[src/rtl/squarer_pkg.sv]
// Shared constants and FSM state encoding for the iterative squarer.
// Latency: none (declarations only).
// Backpressure: none (declarations only).
package squarer_pkg;

    localparam int ROOT_WIDTH_DEF   = 8;
    localparam int SQUARE_WIDTH_DEF = 16;
    localparam int ODD_WIDTH_DEF    = ROOT_WIDTH_DEF + 2;

    typedef enum logic [1:0] {
        IDLE = 2'b00,
        CALC = 2'b01,
        DONE = 2'b10
    } state_e;

endpackage

[src/rtl/squarer_ctrl.sv]
// Controller FSM for the squarer: sequences load, iterate and done.
// Latency: start accepted in IDLE; CALC lasts until the datapath reports no more work.
// Backpressure: none; start_i is ignored outside IDLE. Optional SQUARER_VERIFY_EN adds finish_o.
module squarer_ctrl
    import squarer_pkg::*;
(
    input  logic clk,
    input  logic rst_n,
    input  logic start_i,
    input  logic more_i,
    output logic load_o,
    output logic step_o,
`ifdef SQUARER_VERIFY_EN
    output logic finish_o,
`endif
    output logic busy_o,
    output logic done_o
);

    state_e state_q, state_d;

    // State register; reset abandons any operation in flight.
    always_ff @(posedge clk or negedge rst_n) begin
        if (!rst_n) begin
            state_q <= IDLE;
        end else begin
            state_q <= state_d;
        end
    end

    // Next-state and control strobes; the unused code falls back to IDLE.
    always_comb begin
        state_d = state_q;
        load_o  = 1'b0;
        step_o  = 1'b0;
        busy_o  = 1'b0;
        done_o  = 1'b0;
`ifdef SQUARER_VERIFY_EN
        finish_o = 1'b0;
`endif
        case (state_q)
            IDLE: begin
                if (start_i) begin
                    load_o  = 1'b1;
                    state_d = CALC;
                end
            end
            CALC: begin
                busy_o = 1'b1;
                if (more_i) begin
                    step_o = 1'b1;
                end else begin
`ifdef SQUARER_VERIFY_EN
                    finish_o = 1'b1;
`endif
                    state_d = DONE;
                end
            end
            DONE: begin
                done_o  = 1'b1;
                state_d = IDLE;
            end
            default: state_d = IDLE;
        endcase
    end

endmodule

[src/rtl/squarer_dp.sv]
// Squarer datapath: square += odd, odd += 2, counter -= 1 per step.
// Latency: one register update per step strobe.
// Backpressure: none. SQUARER_VERIFY_EN adds a next-square accumulator, one extra step and ok_o.
module squarer_dp
    import squarer_pkg::*;
#(
    parameter int ROOT_WIDTH   = ROOT_WIDTH_DEF,
    parameter int SQUARE_WIDTH = SQUARE_WIDTH_DEF
) (
    input  logic                    clk,
    input  logic                    rst_n,
    input  logic                    load_i,
    input  logic                    step_i,
    input  logic [ROOT_WIDTH-1:0]   root_i,
`ifdef SQUARER_VERIFY_EN
    input  logic                    finish_i,
    input  logic [SQUARE_WIDTH-1:0] valor_i,
    output logic                    ok_o,
`endif
    output logic [SQUARE_WIDTH-1:0] square_o,
    output logic                    more_o
);

    localparam int ODD_W = ROOT_WIDTH + 2;

    logic [ROOT_WIDTH-1:0]   cnt_q, cnt_d;
    logic [SQUARE_WIDTH-1:0] sq_q, sq_d;
    logic [ODD_W-1:0]        odd_q, odd_d;
    logic                    cnt_zero;

`ifdef SQUARER_VERIFY_EN
    localparam int NXT_W = SQUARE_WIDTH + 1;
    logic [NXT_W-1:0]        nxt_q, nxt_d;
    logic [SQUARE_WIDTH-1:0] val_q, val_d;
    logic                    ext_q, ext_d;
    logic                    ok_q, ok_d;
`endif

    assign cnt_zero = (cnt_q == '0);
    assign square_o = sq_q;

`ifdef SQUARER_VERIFY_EN
    // After N steps one extra step adds 2N+1 to the next-square copy only.
    assign more_o = !cnt_zero || !ext_q;
    assign ok_o   = ok_q;
`else
    assign more_o = !cnt_zero;
`endif

    // Next-state for the accumulator, odd term and down-counter.
    always_comb begin
        cnt_d = cnt_q;
        sq_d  = sq_q;
        odd_d = odd_q;
`ifdef SQUARER_VERIFY_EN
        nxt_d = nxt_q;
        val_d = val_q;
        ext_d = ext_q;
        ok_d  = ok_q;
`endif
        if (load_i) begin
            cnt_d = root_i;
            sq_d  = '0;
            odd_d = ODD_W'(1);
`ifdef SQUARER_VERIFY_EN
            nxt_d = '0;
            val_d = valor_i;
            ext_d = 1'b0;
            ok_d  = 1'b0;
`endif
        end else if (step_i) begin
            if (!cnt_zero) begin
                sq_d  = sq_q + SQUARE_WIDTH'(odd_q);
                odd_d = odd_q + ODD_W'(2);
                cnt_d = cnt_q - ROOT_WIDTH'(1);
`ifdef SQUARER_VERIFY_EN
                nxt_d = nxt_q + NXT_W'(odd_q);
            end else begin
                nxt_d = nxt_q + NXT_W'(odd_q);
                ext_d = 1'b1;
`endif
            end
        end
`ifdef SQUARER_VERIFY_EN
        if (finish_i) begin
            ok_d = (sq_q <= val_q) && ({1'b0, val_q} < nxt_q);
        end
`endif
    end

    // Datapath registers, cleared by reset.
    always_ff @(posedge clk or negedge rst_n) begin
        if (!rst_n) begin
            cnt_q <= '0;
            sq_q  <= '0;
            odd_q <= '0;
`ifdef SQUARER_VERIFY_EN
            nxt_q <= '0;
            val_q <= '0;
            ext_q <= 1'b0;
            ok_q  <= 1'b0;
`endif
        end else begin
            cnt_q <= cnt_d;
            sq_q  <= sq_d;
            odd_q <= odd_d;
`ifdef SQUARER_VERIFY_EN
            nxt_q <= nxt_d;
            val_q <= val_d;
            ext_q <= ext_d;
            ok_q  <= ok_d;
`endif
        end
    end

endmodule

[src/rtl/squarer_seq.sv]
// Iterative squarer (sum of odd numbers), N*N with start/busy/done handshake.
// Latency: done_o high N+1 cycles after start accepted (N+2 with SQUARER_VERIFY_EN).
// Backpressure: none; start_i only sampled in IDLE, no queuing.
module squarer_seq
    import squarer_pkg::*;
#(
    parameter int ROOT_WIDTH   = ROOT_WIDTH_DEF,
    parameter int SQUARE_WIDTH = SQUARE_WIDTH_DEF
) (
    input  logic                    clk,
    input  logic                    rst_n,
    input  logic                    start_i,
    input  logic [ROOT_WIDTH-1:0]   root_i,
`ifdef SQUARER_VERIFY_EN
    input  logic [SQUARE_WIDTH-1:0] valor_i,
    output logic                    ok_o,
`endif
    output logic [SQUARE_WIDTH-1:0] square_o,
    output logic                    busy_o,
    output logic                    done_o
);

    logic load, step, more;
`ifdef SQUARER_VERIFY_EN
    logic finish;
`endif

    squarer_ctrl u_ctrl (
        .clk      (clk),
        .rst_n    (rst_n),
        .start_i  (start_i),
        .more_i   (more),
        .load_o   (load),
        .step_o   (step),
`ifdef SQUARER_VERIFY_EN
        .finish_o (finish),
`endif
        .busy_o   (busy_o),
        .done_o   (done_o)
    );

    squarer_dp #(
        .ROOT_WIDTH   (ROOT_WIDTH),
        .SQUARE_WIDTH (SQUARE_WIDTH)
    ) u_dp (
        .clk      (clk),
        .rst_n    (rst_n),
        .load_i   (load),
        .step_i   (step),
        .root_i   (root_i),
`ifdef SQUARER_VERIFY_EN
        .finish_i (finish),
        .valor_i  (valor_i),
        .ok_o     (ok_o),
`endif
        .square_o (square_o),
        .more_o   (more)
    );

endmodule

[config.mk]
export PLATFORM = sky130hd
export DESIGN_NAME = squarer_seq
export DESIGN_NICKNAME = d
export VERILOG_FILES = /design/src/rtl/squarer_pkg.sv /design/src/rtl/squarer_ctrl.sv /design/src/rtl/squarer_dp.sv /design/src/rtl/squarer_seq.sv
export SDC_FILE = /design/constraint.sdc
export NUM_CORES = 1
export LEC_CHECK = 0
export ABC_AREA = 1
export ABC_CLOCK_PERIOD_IN_PS = 2130
export BUFFER_PORTS_ARGS = -buffer_cell sky130_fd_sc_hd__buf_2
export CAP_MARGIN = 20
export CORE_MARGIN = 5
export CORE_UTILIZATION = 55
export CTS_BUF_LIST = sky130_fd_sc_hd__clkbuf_4 sky130_fd_sc_hd__clkbuf_8
export CTS_CLUSTER_DIAMETER = 30
export DETAILED_ROUTE_END_ITERATION = 7
export GPL_ROUTABILITY_DRIVEN = 1
export HOLD_SLACK_MARGIN = 0.06
export PLACE_DENSITY = 0.8
export SLEW_MARGIN = 20
export SYNTH_ARGS = -nofsm -noshare
export SYNTH_HDL_FRONTEND = slang
export SYNTH_HIERARCHICAL = 1
export SYNTH_SLANG_ARGS = --single-unit
export TNS_END_PERCENT = 20
[constraint.sdc]
create_clock -name clk -period 2.13 [get_ports clk]
set_input_delay 0.426 -clock clk [delete_from_list [all_inputs] [get_ports clk]]
set_output_delay 0.426 -clock clk [all_outputs]
set_load 0.02 [all_outputs]
## Word-level counts from Yosys, hierarchy flattened

Cells that the tools add are included.
W data, S select, Z words.

| storage, ports and cells | value |
|---|---|
| word-level logic and storage cells | 35 |
| bits of input ports | 11 |
| register bits after elaboration | 36 |

| operators by class | value |
|---|---|
| add/sub/neg operators | 3 |
| reductions and logical operators | 5 |
| equality and inequality tests | 5 |
| muxes and demuxes | 18 |

Operators by type and width:

| kind | count |
|---|---|
| $mux W16 | 3 |
| $mux W10 | 3 |
| $mux W8 | 3 |
| $add A16 B10 Y16 | 1 |
| $add A10 B2 Y10 const B | 1 |
| $logic_not A8 Y1 | 1 |
| $sub A8 B1 Y8 const B | 1 |
| $mux W1 | 6 |
| $mux W2 | 2 |
| $ne A2 B2 Y1 const B | 2 |
| $pmux W2 S2 | 1 |
| $reduce_and A2 Y1 | 2 |
| $eq A2 B1 Y1 const B | 1 |
| $eq A2 B2 Y1 const B | 1 |
| $logic_not A2 Y1 | 1 |
| $ne A2 B1 Y1 const B | 1 |
| $reduce_bool A2 Y1 | 1 |

## Logic depth before layout (Yosys ltp)

| depth | value |
|---|---|
| word-level depth | 5 |
| mapped depth | 14 |

## Modules after synthesis

Netlist, hierarchy kept.

Modules (own cells, without submodules):

| module | area each (um2) | cells each | instances |
|---|---|---|---|
| squarer_dp | 2353.5 | 312 | 1 |
| squarer_ctrl | 92.6 | 13 | 1 |

## Worst setup path after synthesis

No wires, ideal clock.

| timing | value |
|---|---|
| path kind | register to register |
| start | register u_dp.cnt_q[0] |
| end | register u_dp.sq_q[13] (netlist: u_dp/square_o[13]) |
| arrival | 1.908 ns |
| path buffers | 1 |
| library setup time | 0.118 ns |
| cell stages (with the launch flop) | 13 |
| setup slack | 0.105 ns |
| cell sequence | dfrtp_1 > inv_1 > ha_1 > nand3_1 > or2_2 > nand3_1 > inv_1 > or2_1 > nand2_4 > inv_4 > buf_8 > a21oi_2 > nor2_1 |

| between the ends | value |
|---|---|
| word-level cells in the longest chain between the ends | 5 |

Ends and longest elaborated chain:

| what | RTL line | RTL |
|---|---|---|
| start, declared | squarer_dp.sv:26 | `logic [ROOT_WIDTH-1:0] cnt_q, cnt_d;` |
| start signal, assigned | squarer_dp.sv:104 | `cnt_q <= cnt_d;` |
| $logic_not A8 Y1 | squarer_dp.sv:39 | `assign cnt_zero = (cnt_q == '0);` |
| $mux W1 | squarer_ctrl.sv:50 | `if (more_i) begin` |
| $mux W1 | squarer_ctrl.sv:41 | `case (state_q)` |
| via step | squarer_seq.sv:23 | `logic load, step, more;` |
| $reduce_bool A2 Y1 (no line) | -- |  |
| $reduce_and A2 Y1 (no line) | -- |  |
| end signal, assigned | squarer_dp.sv:105 | `sq_q <= sq_d;` |
| end, declared | squarer_dp.sv:27 | `logic [SQUARE_WIDTH-1:0] sq_q, sq_d;` |

The timed path passes the listed nets, and every way through them passes these cells.
A chain may end at the register's enable or synchronous reset.

## Final worst setup path

| timing | value |
|---|---|
| start | register u_dp.cnt_q[1] |
| end | register u_dp.sq_q[12] (netlist: u_dp/square_o[12]) |

Same word-level chain as after synthesis.

==> impl_metrics.env <==
export IMPL_run_status="completed"
export IMPL_place_congestion=0.828
export IMPL_syn_area_um2=2450
export IMPL_async_flop_share_pct=100
export IMPL_core_um2=4320
export IMPL_min_period_over_period_pct=94.0
export IMPL_h_tree_depth=2
export IMPL_crit_fanout=6
export IMPL_synth_edff_count=0
export IMPL_nFillCells=383
export IMPL_slew_headroom_pct=45.2
export IMPL_initial_utilization_pct=56.6
export IMPL_netlist_instances=325
export IMPL_syn_avg_cell_area_um2=7.53
export IMPL_wl_per_cell_um=13.2
export IMPL_power_total_mw=1.23
export IMPL_p_clk_share_pct=42.8
export IMPL_ios=29
export IMPL_die_h_um=76.7
export IMPL_cts_sinks=36
export IMPL_grt_pass1_wl_mm=9.16
export IMPL_synthTopCellsByCount="nand2_1, inv_1, nor2_1"
export IMPL_yosysWarnings=6
export IMPL_via_per_inst=5.38
export IMPL_hold_class="input port to asynchronous set/reset pin"
export IMPL_tightest_slew_ns=0.823
export IMPL_clock_skew_ns=0.00394
export IMPL_synth_ff_latch_count=36
export IMPL_placed_area_um2=2640
export IMPL_layout_nets=388
export IMPL_start_kind="register"
export IMPL_path_class="register to register"
export IMPL_grt_pass1_vias=2114
export IMPL_synth_top_area_share_pct=36.8
export IMPL_antenna_found_initial=0
export IMPL_internal_power_mw=0.979
export IMPL_combPwrFrac_pct=1.8
export IMPL_multi_input_area_um2=1360
export IMPL_yosysSeqAreaShare_pct=36.8
export IMPL_p_sw_mw=0.255
export IMPL_r2r_start="u_dp/cnt_q[1]$_DFFE_PN0N_"
export IMPL_design_area_um2=2790
export IMPL_dieArea_um2=5880
export IMPL_drive_gt1_share_pct=21.2
export IMPL_hold_ws_ns=0.243
export IMPL_ant_nets=0
export IMPL_rrSetupSlack_ns=0.13
export IMPL_port_buffers=28
export IMPL_ir_worst_vdd_mv=0.387
export IMPL_pwr_share_seq_pct=55.4
export IMPL_cts_tree="done"
export IMPL_clk_insertion_delay_late_ns=0.28
export IMPL_synth_area_leaders="dfrtp_1, nand2_1, ha_1, inv_1, nor2_1"
export IMPL_die_w_um=76.7
export IMPL_n_antenna_cell=0
export IMPL_final_max_slew_viol_count=0
export IMPL_r2r_end="u_dp/square_o[12]$_DFFE_PN0N_"
export IMPL_power_switching_share_pct=20.7
export IMPL_setup_viol_count_final=0
export IMPL_cts_made_buffers=5
export IMPL_ys_types=36
export IMPL_overflow=0
export IMPL_rows=24
export IMPL_clock_root_buffer="clkbuf_8"
export IMPL_clockBufferDepth=2
export IMPL_arrival_ns=2.18
export IMPL_ctsHoldBuffers=0
export IMPL_yosysMostFrequentCell="nand2_1"
export IMPL_synthFlopType="dfrtp_1"
export IMPL_ff2ff_path_depth=12
export IMPL_crit_required_ns=2.30
export IMPL_dr_pass1_iters=4
export IMPL_seq_area_um2=901
export IMPL_layout_min_cycle_time_ns=2.00
export IMPL_clkTransAtPathRegs_ns=0.07
export IMPL_p_leak_nw=1.42
export IMPL_drv_cap=0
export IMPL_dr_total_vias=2240
export IMPL_drt_iter0_drc=106
export IMPL_route_detailed_drc=0
export IMPL_synth_fp_nets=350
export IMPL_rsz0062_at_grt="false"
export IMPL_grt_start_max_net_pins=37
export IMPL_wl_mm=5.50
export IMPL_fmax_ghz=0.500
export IMPL_synth_top_area_cell="dfrtp_1"
export IMPL_timing_hold_violations_final=0
export IMPL_dpl_hpwl_mm=4.00
export IMPL_power_density_nw_per_um2=442
export IMPL_grt_total_usage_pct=18.4
export IMPL_area_growth_pct=14.2
export IMPL_critPathCaptureType="register"
through the flow:
| step | TNS [ns] | setup WS, ns | util (%) | cells |
|---|---|---|---|---|
| 2_1_floorplan | 0 | 0.105 | - | 325 |
| 3_3_place_gp | 0 | 0.0664 | 61.1 | 405 |
| 3_5_place_dp | -0.0131 | -0.0131 | 61.1 | 405 |
| 4_1_cts | 0 | 0.00789 | 63.7 | 415 |
| 5_1_grt | 0 | 0.00789 | 64.6 | 416 |
| 6_report | 0 | 0.128 | 64.6 | 416 |
state kept, by name (all words and copies together) (netlist names):
register	cells
u_dp/square_o	16
u_dp/odd_q	10
u_dp/cnt_q	8
u_ctrl/state_q	2
kinds of logic after synthesis:
logic type,share of synthesized area (%)
adders and majority gates,7.47
DFF,36.8
AOI/OAI and AO/OA,13.0
and+or+nand+nor,29.5
buffers and inverters,8.85
xor gates and xnor gates,4.30
cells in the final DEF, fill, tap and decap left out, drive strengths merged:
cell,synthesis,layout
ha,13,13
buf,4,37
o31ai,4,4
o21bai,1,1
xor2,6,6
o22ai,2,2
xnor2,6,6
o21ai,14,14
fa,1,1
a22oi,3,3
clkbuf,2,8
nand2,97,97
a22o,2,2
nand3b,3,3
nand3,22,22
a21oi,13,13
nor3,5,5
o211ai,4,4
dfrtp,36,36
inv,43,43
nor2,39,39
or2,5,5
critical path, stage by stage (launching register included):
cell     delay [ns]
dfrtp_1        0.39
inv_2          0.08
ha_2           0.18
nand3_2        0.09
or2_4          0.26
nand3_2        0.09
inv_2          0.05
or2_4          0.26
nand2_8        0.11
buf_4          0.12
nor2_1         0.05
a21oi_1        0.15
nor2_1         0.06
worst max-delay path by stage:
stage	start	end	slack (ns)	cells past startpoint
after floorplan	u_dp/cnt_q[0]$_DFFE_PN0N_	u_dp/square_o[13]$_DFFE_PN0N_	0.10	12
after CTS	u_dp/cnt_q[1]$_DFFE_PN0N_	u_dp/square_o[10]$_DFFE_PN0N_	0.008	13
final	u_dp/cnt_q[1]$_DFFE_PN0N_	u_dp/square_o[12]$_DFFE_PN0N_	0.13	12
after detailed placement	u_dp/cnt_q[1]$_DFFE_PN0N_	u_dp/square_o[10]$_DFFE_PN0N_	-0.01	13
after global placement	u_dp/cnt_q[1]$_DFFE_PN0N_	u_dp/square_o[10]$_DFFE_PN0N_	0.07	13
after global routing	u_dp/cnt_q[1]$_DFFE_PN0N_	u_dp/square_o[12]$_DFFE_PN0N_	0.008	12
final cells by class:
class                   instances  share of cell area [%]
well taps                      52                    2.33
flip-flops and latches         36                    32.3
clock buffers                   8                    3.49
multi-input cells             240                    48.5
repair buffers                 37                    7.44
inverters                      43                    5.96
timing repair:
| item | in CTS | in global routing |
|---|---|---|
| pin swaps | 1 | 2 |
| hold endpoints to repair | 0 | 0 |
| gates resized for setup | 0 | 9 |
| endpoints found under the setup margin | 8 | 24 |
| setup buffers | 2 | 1 |
power by group through the flow:
stage / clock network [mW] / logic (mW) / registers [mW]
2_1_floorplan: 0 / 0.0000232 / 0.697
3_3_place_gp: 0 / 0.0233 / 0.696
3_5_place_dp: 0 / 0.0237 / 0.696
4_1_cts: 0.543 / 0.0238 / 0.683
5_1_grt: 0.588 / 0.0265 / 0.683
6_report: 0.528 / 0.0225 / 0.683
per-layer routing:
metal  track usage [%]  vias up  share of wire (%)
li1                  -     1120                  -
met3              4.10        6                4.4
met5                 0        -                  0
met4              4.20        0               0.69
met1              22.2     1058                 43
met2              33.2       56                 52
Power figures use the tool's default switching activity.
